--- src/rtl/theme_fade_ctrl_pkg.sv ---
// Shared types, palette table and RGB565 helpers for the theme fade controller.
package theme_fade_ctrl_pkg;

  localparam int NUM_THEMES  = 3;
  localparam int NUM_COLOURS = 5;

  localparam int BACK   = 0;
  localparam int LOW    = 1;
  localparam int MED    = 2;
  localparam int HIGH   = 3;
  localparam int BORDER = 4;

  typedef logic [15:0] rgb565_t;
  typedef logic [1:0]  theme_t;

  typedef struct packed {
    logic [4:0] r;
    logic [5:0] g;
    logic [4:0] b;
  } rgb_t;

  typedef enum logic [1:0] {
    IDLE       = 2'd0,
    WAIT_FRAME = 2'd1,
    FADE       = 2'd2
  } state_t;

  // Rows are themes, columns follow the BACK..BORDER index order.
  localparam rgb565_t PALETTE [NUM_THEMES][NUM_COLOURS] = '{
    '{16'h0000, 16'h07E0, 16'hFFE0, 16'hF800, 16'hFFFF},
    '{16'hDFE0, 16'hF80F, 16'hC81F, 16'h681F, 16'hFC00},
    '{16'h3D19, 16'h31A6, 16'h632C, 16'hAD55, 16'h0000}
  };

  function automatic rgb_t split_rgb(input rgb565_t c);
    return rgb_t'(c);
  endfunction

  function automatic rgb565_t pack_rgb(input rgb_t c);
    return rgb565_t'(c);
  endfunction

  function automatic theme_t next_theme(input theme_t t);
    return (t == theme_t'(NUM_THEMES - 1)) ? theme_t'(0) : t + theme_t'(1);
  endfunction

endpackage

--- src/rtl/theme_fade_ctrl_if.sv ---
// Button, frame strobe and palette outputs shared between the controller and the display side.
interface theme_fade_ctrl_if;
  import theme_fade_ctrl_pkg::*;

  logic    btn_raw;
  logic    frame_begin;
  rgb565_t back_col;
  rgb565_t low_col;
  rgb565_t med_col;
  rgb565_t high_col;
  rgb565_t border_col;
  theme_t  theme_idx;
  logic    busy;

  modport master (
    output btn_raw, frame_begin,
    input  back_col, low_col, med_col, high_col, border_col, theme_idx, busy
  );

  modport slave (
    input  btn_raw, frame_begin,
    output back_col, low_col, med_col, high_col, border_col, theme_idx, busy
  );
endinterface

--- src/rtl/theme_fade_ctrl_btn_debounce.sv ---
// Two-flop synchroniser plus stability counter; emits a one-cycle pulse on an accepted press.
module theme_fade_ctrl_btn_debounce #(
  parameter int DEBOUNCE_CYCLES = 1_000_000
) (
  input  logic clk,
  input  logic rst,
  input  logic btn_raw,
  output logic req
);

  localparam int CW = $clog2(DEBOUNCE_CYCLES + 1);

  logic [1:0]    sync_q;
  logic          level_q;
  logic [CW-1:0] cnt_q;
  logic          settled;

  assign settled = (cnt_q == CW'(DEBOUNCE_CYCLES - 1));

  // NOTE: every register here uses <= so all flops sample the pre-edge values together.
  always_ff @(posedge clk or posedge rst) begin
    if (rst) begin
      sync_q  <= '0;
      level_q <= 1'b0;
      cnt_q   <= '0;
      req     <= 1'b0;
    end else begin
      sync_q <= {sync_q[0], btn_raw};
      req    <= 1'b0;
      if (sync_q[1] == level_q) begin
        cnt_q <= '0;
      end else if (settled) begin
        level_q <= sync_q[1];
        cnt_q   <= '0;
        req     <= sync_q[1];
      end else begin
        cnt_q <= cnt_q + CW'(1);
      end
    end
  end

endmodule

--- src/rtl/theme_fade_ctrl.sv ---
// Palette owner: steps through themes on a debounced press and cross-fades colours frame by frame.
module theme_fade_ctrl
  import theme_fade_ctrl_pkg::*;
#(
  parameter int DEBOUNCE_CYCLES = 1_000_000,
  parameter int FADE_SHIFT      = 4
) (
  input logic              clk,
  input logic              rst,
  theme_fade_ctrl_if.slave bus
);

  localparam int KW = FADE_SHIFT + 1;
  localparam int AW = 6 + KW;
  localparam logic [KW-1:0] N = KW'(1) << FADE_SHIFT;

  state_t        state_q, state_d;
  theme_t        theme_q, theme_d;
  theme_t        src_q, src_d;
  logic [KW-1:0] k_q, k_d, k_next;
  logic          pending_q, pending_d;
  logic          req;
  rgb565_t       col_q   [NUM_COLOURS];
  rgb565_t       col_d   [NUM_COLOURS];
  rgb565_t       blend_c [NUM_COLOURS];

  theme_fade_ctrl_btn_debounce #(.DEBOUNCE_CYCLES(DEBOUNCE_CYCLES)) u_debounce (
    .clk     (clk),
    .rst     (rst),
    .btn_raw (bus.btn_raw),
    .req     (req)
  );

  // Channels are widened to 6 bits so R, G and B share one expression.
  function automatic logic [5:0] mix_ch(input logic [5:0] s, input logic [5:0] d,
                                        input logic [KW-1:0] kk);
    logic [AW-1:0] acc;
    acc = AW'(s) * AW'(N - kk) + AW'(d) * AW'(kk);
    return acc[FADE_SHIFT +: 6];
  endfunction

  function automatic rgb565_t mix_rgb(input rgb565_t s, input rgb565_t d,
                                      input logic [KW-1:0] kk);
    rgb_t a, b, o;
    a   = split_rgb(s);
    b   = split_rgb(d);
    o.r = 5'(mix_ch({1'b0, a.r}, {1'b0, b.r}, kk));
    o.g = mix_ch(a.g, b.g, kk);
    o.b = 5'(mix_ch({1'b0, a.b}, {1'b0, b.b}, kk));
    return pack_rgb(o);
  endfunction

  always_comb begin
    k_next = (state_q == WAIT_FRAME) ? KW'(1) : k_q + KW'(1);
    for (int i = 0; i < NUM_COLOURS; i++) begin
      blend_c[i] = mix_rgb(PALETTE[src_q][i], PALETTE[theme_q][i], k_next);
    end
  end

  // NOTE: every next-state signal gets its hold value first, so no path can infer a latch.
  always_comb begin
    state_d   = state_q;
    theme_d   = theme_q;
    src_d     = src_q;
    k_d       = k_q;
    pending_d = pending_q;
    col_d     = col_q;
    unique case (state_q)
      IDLE: begin
        if (req) begin
          src_d   = theme_q;
          theme_d = next_theme(theme_q);
          k_d     = '0;
          state_d = WAIT_FRAME;
        end
      end
      WAIT_FRAME, FADE: begin
        if (req) pending_d = 1'b1;
        if (bus.frame_begin) begin
          k_d     = k_next;
          col_d   = blend_c;
          state_d = FADE;
          // A request landing on the final frame chains straight into the next fade.
          if (k_next == N) begin
            if (pending_d) begin
              pending_d = 1'b0;
              src_d     = theme_q;
              theme_d   = next_theme(theme_q);
              k_d       = '0;
              state_d   = WAIT_FRAME;
            end else begin
              state_d = IDLE;
            end
          end
        end
      end
      default: state_d = IDLE;
    endcase
  end

  // NOTE: the colour array is ordinary flops, so it resets straight to the theme-0 palette.
  always_ff @(posedge clk or posedge rst) begin
    if (rst) begin
      state_q   <= IDLE;
      theme_q   <= '0;
      src_q     <= '0;
      k_q       <= '0;
      pending_q <= 1'b0;
      for (int i = 0; i < NUM_COLOURS; i++) col_q[i] <= PALETTE[0][i];
    end else begin
      state_q   <= state_d;
      theme_q   <= theme_d;
      src_q     <= src_d;
      k_q       <= k_d;
      pending_q <= pending_d;
      col_q     <= col_d;
    end
  end

  assign bus.back_col   = col_q[BACK];
  assign bus.low_col    = col_q[LOW];
  assign bus.med_col    = col_q[MED];
  assign bus.high_col   = col_q[HIGH];
  assign bus.border_col = col_q[BORDER];
  assign bus.theme_idx  = theme_q;
  assign bus.busy       = (state_q != IDLE);

endmodule

--- src/flat_wrapper.sv ---
// flat-port wrapper written by rule: the top's interface ports become plain ports
module theme_fade_ctrl_flat import theme_fade_ctrl_pkg::*;
#(
  parameter int DEBOUNCE_CYCLES = 1_000_000,
  parameter int FADE_SHIFT      = 4
)
  (clk, rst, bus_btn_raw, bus_frame_begin, bus_back_col, bus_low_col, bus_med_col, bus_high_col, bus_border_col, bus_theme_idx, bus_busy);
  theme_fade_ctrl_if bus_i ();
  input logic clk;
  input logic rst;
  input wire logic [$bits(bus_i.btn_raw)-1:0] bus_btn_raw;
  input wire logic [$bits(bus_i.frame_begin)-1:0] bus_frame_begin;
  output wire logic [$bits(bus_i.back_col)-1:0] bus_back_col;
  output wire logic [$bits(bus_i.low_col)-1:0] bus_low_col;
  output wire logic [$bits(bus_i.med_col)-1:0] bus_med_col;
  output wire logic [$bits(bus_i.high_col)-1:0] bus_high_col;
  output wire logic [$bits(bus_i.border_col)-1:0] bus_border_col;
  output wire logic [$bits(bus_i.theme_idx)-1:0] bus_theme_idx;
  output wire logic [$bits(bus_i.busy)-1:0] bus_busy;
  assign bus_i.btn_raw = bus_btn_raw;
  assign bus_i.frame_begin = bus_frame_begin;
  assign bus_back_col = bus_i.back_col;
  assign bus_low_col = bus_i.low_col;
  assign bus_med_col = bus_i.med_col;
  assign bus_high_col = bus_i.high_col;
  assign bus_border_col = bus_i.border_col;
  assign bus_theme_idx = bus_i.theme_idx;
  assign bus_busy = bus_i.busy;
  theme_fade_ctrl #(.DEBOUNCE_CYCLES(DEBOUNCE_CYCLES), .FADE_SHIFT(FADE_SHIFT)) u_core (.clk(clk), .rst(rst), .bus(bus_i));
endmodule
--- config.mk ---
export PLATFORM = sky130hd
export DESIGN_NAME = theme_fade_ctrl_flat
export DESIGN_NICKNAME = d
export VERILOG_FILES = /design/src/rtl/theme_fade_ctrl_pkg.sv /design/src/rtl/theme_fade_ctrl_if.sv /design/src/rtl/theme_fade_ctrl_btn_debounce.sv /design/src/rtl/theme_fade_ctrl.sv /design/src/flat_wrapper.sv
export SDC_FILE = /design/constraint.sdc
export NUM_CORES = 1
export LEC_CHECK = 0
export CORE_ASPECT_RATIO = 0.8
export CORE_UTILIZATION = 68
export DETAILED_ROUTE_END_ITERATION = 10
export PLACE_DENSITY_LB_ADDON = 0.3
export SLEW_MARGIN = 15
export SYNTH_ARGS = -nofsm -noshare
export SYNTH_HDL_FRONTEND = slang
export SYNTH_SLANG_ARGS = --single-unit
--- constraint.sdc ---
create_clock -name clk -period 16.5 [get_ports clk]
set_input_delay 3.3 -clock clk [delete_from_list [all_inputs] [get_ports clk]]
set_output_delay 3.3 -clock clk [all_outputs]
set_load 0.1 [all_outputs]
Word-level counts from Yosys, hierarchy flattened
Index checks and enable logic that the tools add are counted.
- logic and storage cells: 123
- flip-flop bits (word level): 116
- output and inout port bits: 83
- bitwise logic cells: 3
- add/sub/neg operators: 19
- reductions and logical operators: 9
- mux-type cells: 36
- $lt $le $gt $ge: 2
- $mul: 30
- equal/unequal tests: 10
- operators by type and width (kind ; count):
    80-bit binary-select mux with 2-bit select ; 2
    80-bit two-way mux ; 4
    5-bit by 11-bit multiplier with 9-bit output ; 10
    9-bit adder ; 10
    5-bit by 5-bit multiplier with 9-bit output ; 10
    6-bit by 11-bit multiplier with 10-bit output ; 5
    10-bit adder ; 5
    6-bit by 5-bit multiplier with 10-bit output ; 5
    20-bit two-way mux ; 2
    5-bit two-way mux ; 5
    2-bit two-way mux ; 12
    20-bit by 1-bit adder with 20-bit output (second input constant) ; 1
    20-bit == test (second input constant) ; 1
    2-bit case mux with 2 select lines ; 3
    5-bit case mux with 2 select lines ; 1
    1-bit two-way mux ; 7
    3-bit >= comparator (second input constant) ; 2
    2-bit NOT with 3-bit output ; 2
    2-bit AND reduction ; 3
    5-bit by 5-bit subtractor with 6-bit output (first input constant) ; 1
    5-bit by 1-bit adder with 5-bit output (second input constant) ; 1
    5-bit == test (second input constant) ; 1
    5-bit AND reduction ; 1
    2-bit == test (second input constant) ; 2
    other kinds (10) ; 13

Logic depth before layout (Yosys ltp)
Gate-level depths: netlist of run 1.
- word-level depth: 7
- mapped depth: 30

Modules after synthesis
From an unflattened synthesis of run 1, not the netlist that was laid out.
- cell total of the unflattened synthesis: 2307
- area total of the unflattened synthesis: 22600.4 µm²
- by module, submodules not included (module ; cells an instance ; times used ; area each (µm²)):
    theme_fade_ctrl ; 2197 ; 1 ; 21454.3
    theme_fade_ctrl_btn_debounce ; 110 ; 1 ; 1146.1

Worst setup path before layout of run 1
No wires, ideal clock.
- kind: register to register
- start point: register u_core.state_q[1]
- end point: register u_core.col_q, in the netlist u_core.bus.med_col[10]
- data required time: 16.428 ns
- data arrival time: 6.870 ns
- cell stages (with the launch flop): 31
- buffers on the path: 3
- clock period less this slack: 6.942 ns
- setup slack: 9.558 ns
- setup time: 0.072 ns
- path through: dfrtp_1 inv_1 ha_1 buf_2 nand2b_1 buf_2 inv_1 clkbuf_1 ha_1 xnor2_1 nand2_1 inv_1 nor2_1 inv_1 fa_1 inv_1 fa_1 inv_1 fa_1 fa_1 inv_1 fa_1 inv_1 ha_1 o21a_1 a21oi_1 a21oi_1 a21oi_1 xnor2_1 xnor3_1 o21ai_1
- longest elaborated chain between the ends: 5
- RTL lines (item ; line ; RTL):
    start, declared ; theme_fade_ctrl.sv:17 ; state_t state_q, state_d;
    start signal, assigned ; theme_fade_ctrl.sv:111 ; state_q <= state_d;
    2-bit by 1-bit == test with 1-bit output ; theme_fade_ctrl.sv:54, theme_fade_ctrl.sv:68 ;
    5-bit two-way mux ; theme_fade_ctrl.sv:54 ; k_next = (state_q == WAIT_FRAME) ? KW'(1) : k_q + KW'(1);
    5-bit by 5-bit subtractor with 6-bit output ; theme_fade_ctrl.sv:38 ; acc = AW'(s) * AW'(N - kk) + AW'(d) * AW'(kk);
    6-bit by 11-bit multiplier with 10-bit output ; theme_fade_ctrl.sv:38 ;
    10-bit adder ; theme_fade_ctrl.sv:38 ;
    end signal, assigned ; theme_fade_ctrl.sv:116 ; col_q <= col_d;
    end, declared ; theme_fade_ctrl.sv:23 ; rgb565_t col_q [NUM_COLOURS];
Several ways; a longest one is shown, not always the timed one.
A chain may end at the register's enable or synchronous reset.

Worst setup path after layout of run 1
Ends and elaborated chain as after synthesis.

==> results.cfg, run 1 <==
[global_routing]
grt_pass1_wl_mm = 93.8
grt_util_met1_pct = 52.5
grt_max_degree = 90
gr-usage-all-layers_pct = 37.4
globalRouteMet2Util_pct = 56.8
grt_antenna_before_repair = 0
grtUsageMet3_pct = 10.2
busiest_layer = met2
overflow = 0
grt_pass1_vias = 17200

[clocking]
ctsHoldBuffers = 0
htree_levels = 4
cts_sinks = 116
cts_setup_buffers = 0
clk_pin_slew_ns = 0.07
numCtsBuffers = 17
cts_tree = done
clk_path_buf_depth = 2
root_buffer = clkbuf_16
clk_latency_ns = 0.45
post_cts_resized = 0

[cells_and_area]
nNetsFinal = 3105
drive_gt1_share_pct = 5.00
area_delta_synth_final_pct = 8.62
num_antenna_cells = 0

[setup_path]
crit_fanout = 14
r2r-end = u_core.bus.med_col[10]
cp.required_ns = 16.87
cp-start-kind = flip-flop
crit_arrival_ns = 8.44
end_kind = flip-flop
r2r_setup_slack_ns = 8.44
r2r_cells = 27
path_class = flip-flop to flip-flop
r2r_start = u_core.state_q[1]

[detailed_routing]
via_count = 16100
vias_per_cell = 5.66
routed_wl_mm = 58.3
drt_iter0_drc = 1279
drc = 2
post_drt_wl_per_cell_um = 20.5
dr.pass1.iters = 9
detail-route-antenna-nets = 0

[synthesis]
syn_area_um2 = 22400
synth_edf_count = 0
ys.flop_type = dfrtp_1
ys_seq_area_share_pct = 13.2
yosysTopAreaCell = fa_1
synth_area_leaders = fa_1, ha_1, inv_1
synthCells = 2332
yosys-top-cells-count = inv_1, fa_1, ha_1
async_reset_ff_share_pct = 100
synth_nets = 3029
synth_area_per_cell_um2 = 9.61
yosys.area.top_type_share_pct = 32.5
yosysUniqueCellTypes = 63
ys_seq_elements = 116
synth_most_common_cell = inv_1
synth.yosys.warnings = 0

[die]
boundaryPins = 87
start_util_pct = 69.0
die_x_um = 205
core_um2 = 32500
rows = 59
fp.dieH_um = 164
fp.dieArea_um2 = 33700

[timing]
period_needed_ns = 8.06
rsz0062_at_grt = no
fin_crit_sh_pct = 48.9
setup_violations = 0
fmax_mhz = 124
final-hold-violation-count = 0
worst_slew_pin_slew_ns = 1.08
relSlewSlack_pct = 27.9
clock_skew_ns = 0.0116
slew_viol_final = 0
tns_ns = 0

[hold_path]
hold_path.class = flip-flop to flip-flop
hold_path.startpoint = u_core.u_debounce.sync_q[0]
hold_end = u_core.u_debounce.sync_q[1]
hold_depth = 0

[job]
max_cap_viol_count = 0

[placement]
gp_congestion = 1.03
io_buffers = 86
dpl.hpwl_mm = 48.0

[outcome]
status = complete, but fails checks
violations = design-rule violations
-- sequential cells by signal (all words and copies together) (netlist names), 2 cells and up --
| name | count |
|---|---|
| u_core.bus.back_col | 16 |
| u_core.bus.low_col | 16 |
| u_core.bus.theme_idx | 2 |
| u_core.src_q | 2 |
| u_core.u_debounce.cnt_q | 20 |
| u_core.u_debounce.sync_q | 2 |
| u_core.k_q | 5 |
| u_core.bus.high_col | 16 |
| u_core.state_q | 2 |
| u_core.bus.med_col | 16 |
| u_core.bus.border_col | 16 |
-- per-stage QoR --
step / util (%) / hold WS (ns) / instances / setup slack (ns) / area [um^2]
after floorplan: - / 0.331 / 2332 / 9.56 / 22400
after CTS: 74.9 / 0.379 / 2848 / 8.54 / 24300
after global placement: 73.1 / 0.340 / 2816 / 9.02 / 23700
after detailed placement: 73.1 / 0.343 / 2816 / 8.60 / 23700
final: 74.9 / 0.384 / 2848 / 8.44 / 24300
after global routing: 74.9 / 0.392 / 2848 / 8.06 / 24300
-- per-layer routing --
layer | share of wire (%) | wire (um) | vias up
li1 | - | - | 7260
met1 | 43 | 25200 | 8046
met2 | 44 | 25700 | 686
met3 | 10 | 5840 | 119
met4 | 2.6 | 1500 | 0
met5 | 0 | 0 | -
-- cell usage in the layout, fill, tap and decap left out, drive strengths merged, types with 16 or more instances in the layout --
master         count
inv              634
fa               364
ha               329
xnor2            159
nand2            152
o21ai             98
clkdlybuf4s50     86
nor2              84
dfrtp             78
a21oi             75
xor2              68
dfstp             38
and2              19
o21bai            18
clkbuf            18
a21o              16
-- critical path, stage by stage (launching register included) --
cell and delay [ns]:
dfrtp_1 0.41, inv_1 0.12, ha_1 0.39, nand2b_1 0.18, inv_1 0.27, ha_1 0.32, xnor2_1 0.45, nand2_1 0.32
inv_1 0.68, nor2_1 0.17, inv_1 0.39, fa_1 0.50, inv_1 0.10, fa_1 0.40, inv_1 0.09, fa_1 0.44
fa_1 0.54, inv_1 0.05, fa_1 0.53, inv_1 0.05, ha_1 0.32, o21a_1 0.12, a21oi_1 0.26, a21oi_1 0.19
a21oi_1 0.21, xnor2_1 0.14, xnor3_1 0.23, o21ai_1 0.13
-- worst max-delay path by stage --
stage / end / from / slack [ns]
6_report: u_core.bus.med_col[10] / u_core.state_q[1] / 8.44
5_1_grt: u_core.bus.med_col[10] / u_core.state_q[1] / 8.06
4_1_cts: u_core.bus.med_col[10] / u_core.state_q[1] / 8.54
3_5_place_dp: u_core.bus.med_col[10] / u_core.state_q[1] / 8.60
3_3_place_gp: u_core.bus.med_col[10] / u_core.state_q[1] / 9.02
2_1_floorplan: u_core.bus.med_col[10] / u_core.state_q[1] / 9.56
-- layout make-up --
class	instances	area, um^2
multi-input combinational	1547	16900
fill	2323	8140
sequential	116	2950
inverter	628	2360
timing repair buffer	98	951
tap	427	534
clock buffer	18	439
clock inverter	14	165
-- kinds of logic after synthesis --
logic type / Yosys count / share of synthesized area (%)
xor gates and xnor gates: 234 / 9.65
AOI/OAI and AO/OA: 257 / 6.85
muxes: 21 / 1.09
and+or+nand+nor: 340 / 6.96
DFF: 116 / 13.2
adders and majority gates: 695 / 51.0
buffers and inverters: 669 / 11.3
Power of run 1 is not shown: default switching activity piles up to over one toggle a cycle in this logic, so the estimate is an artifact.
==> run 2: changes to the inputs <==
Settings changed: CORE_UTILIZATION 68 to 58.
Clock period 16.5 ns to 6.6 ns, I/O delays scaled along.
==> results.cfg, run 2 (synthesis results as in run 1) <==
[clocking]
htree_levels = 4
cts_tree = done
cts_sinks = 116
ctsHoldBuffers = 0
clk_latency_ns = 0.47
clk_path_buf_depth = 2
numCtsBuffers = 17
root_buffer = clkbuf_16
clk_pin_slew_ns = 0.07

[global_routing]
gr-usage-all-layers_pct = 32.7
grt_pass1_wl_mm = 95.6
grt_max_degree = 92
grt_antenna_before_repair = 1
overflow = 0
grt_pass1_vias = 17000

[timing]
relSlewSlack_pct = 31.9
slew_viol_final = 0
clock_skew_ns = 0.0110
period_needed_ns = 6.32
worst_slew_pin_slew_ns = 1.02
final-hold-violation-count = 0
tns_ns = 0
setup_violations = 0
fmax_mhz = 158
fin_crit_sh_pct = 95.8

[setup_path]
critPathSlowestCell = fa_1
r2r_setup_slack_ns = 0.28
worst-path-buf-inv = 8
crit_path_frequent_cell = inv_1
r2r-end = u_core.bus.med_col[10]
crit_path_start = u_core.k_q[0]
path_class = flip-flop to flip-flop
slowest_delay_ns = 0.54
r2r_start = u_core.k_q[0]
r2r_cells = 27
cp.required_ns = 7.00
cp-start-kind = flip-flop
crit_arrival_ns = 6.73
path_delay_family = adder cells
crit_path_end = u_core.bus.med_col[10]
path_depth = 27
crit_fanout = 4
end_kind = flip-flop

[die]
core_um2 = 37500
rows = 63
boundaryPins = 87
die_x_um = 222
fp.dieArea_um2 = 39400
fp.dieH_um = 178
start_util_pct = 59.7

[placement]
placed_area_um2 = 24800
dp.cells = 3000
io_buffers = 86
dpl.hpwl_mm = 51.3
gp_congestion = 1.01

[detailed_routing]
routed_wl_mm = 60.1
detail-route-antenna-nets = 0
drt_iter0_drc = 1183
post_drt_wl_per_cell_um = 19.8
via_count = 16000
drc = 0
vias_per_cell = 5.28
dr.pass1.iters = 5

[cells_and_area]
regMostFlops = u_core.u_debounce.cnt_q
fin_cells = 3039
final_cell_mix = inv_1, fa_1, ha_1
nNetsFinal = 3236
area_delta_synth_final_pct = 13.8
final_area_um2 = 25500
largest_reg_flops = 20
num_antenna_cells = 0
mostFrequentLayoutCell = inv_1
drive_gt1_share_pct = 10.7
fill_cells = 2998

[hold_path]
hold_path.class = flip-flop to flip-flop

[outcome]
status = finished, final reports clean

[job]
max_cap_viol_count = 0
-- run 2: cell count changes in the layout (fill, tap and decap cells not counted), sizes merged --
cell | previous run | this run
clkinv | 5 | 4
clkbuf | 18 | 17
buf | 12 | 143
clkinvlp | 1 | 2
bufinv | 2 | 1
inv | 634 | 636
-- run 2: repair_timing --
item                                    in CTS  in global routing
gates resized for setup                      0                 16
buffers inserted                             0                  7
endpoints found under the setup margin       0                 19
-- run 2: final cells by class --
type	instances	area, um^2	share of cell area [%]
Tap cell	487	609	2.39
Clock inverter	15	158	0.618
Inverter	628	2370	9.30
Clock buffer	17	425	1.67
Multi-Input combinational cell	1547	17000	66.8
Sequential cell	116	2950	11.6
Timing Repair Buffer	229	1950	7.64
-- run 2: worst min-delay path by stage --
stage,from,end,slack (ns),depth (start not counted)
after floorplan,u_core.u_debounce.sync_q[0],u_core.u_debounce.sync_q[1],0.33,0
after global placement,u_core.u_debounce.sync_q[0],u_core.u_debounce.sync_q[1],0.35,0
after detailed placement,u_core.u_debounce.sync_q[0],u_core.u_debounce.sync_q[1],0.34,0
after CTS,u_core.u_debounce.sync_q[0],u_core.u_debounce.sync_q[1],0.36,0
after global routing,u_core.u_debounce.sync_q[0],u_core.u_debounce.sync_q[1],0.37,0
final,u_core.u_debounce.sync_q[0],u_core.u_debounce.sync_q[1],0.36,0
-- run 2: per-layer routing --
layer	GRT usage, %	routed length (um)	share of wire (%)	vias to the layer above
met5	0	0	0	-
met4	8.16	1110	1.8	0
met3	10.4	5680	9.5	82
met2	48.4	25400	42	495
met1	46.4	27900	47	7930
li1	-	-	-	7535
-- run 2: metrics by stage --
stage / utilization [%] / worst slack [ns] / hold WS [ns]
after global routing: 67.9 / -0.00256 / 0.369
after CTS: 67.6 / 0.0238 / 0.361
final: 67.9 / 0.276 / 0.356
after floorplan: - / 0.0123 / 0.331
after detailed placement: 66.0 / 0.103 / 0.336
after global placement: 66.0 / 0.256 / 0.347
Power of run 2 is left out for the same reason.
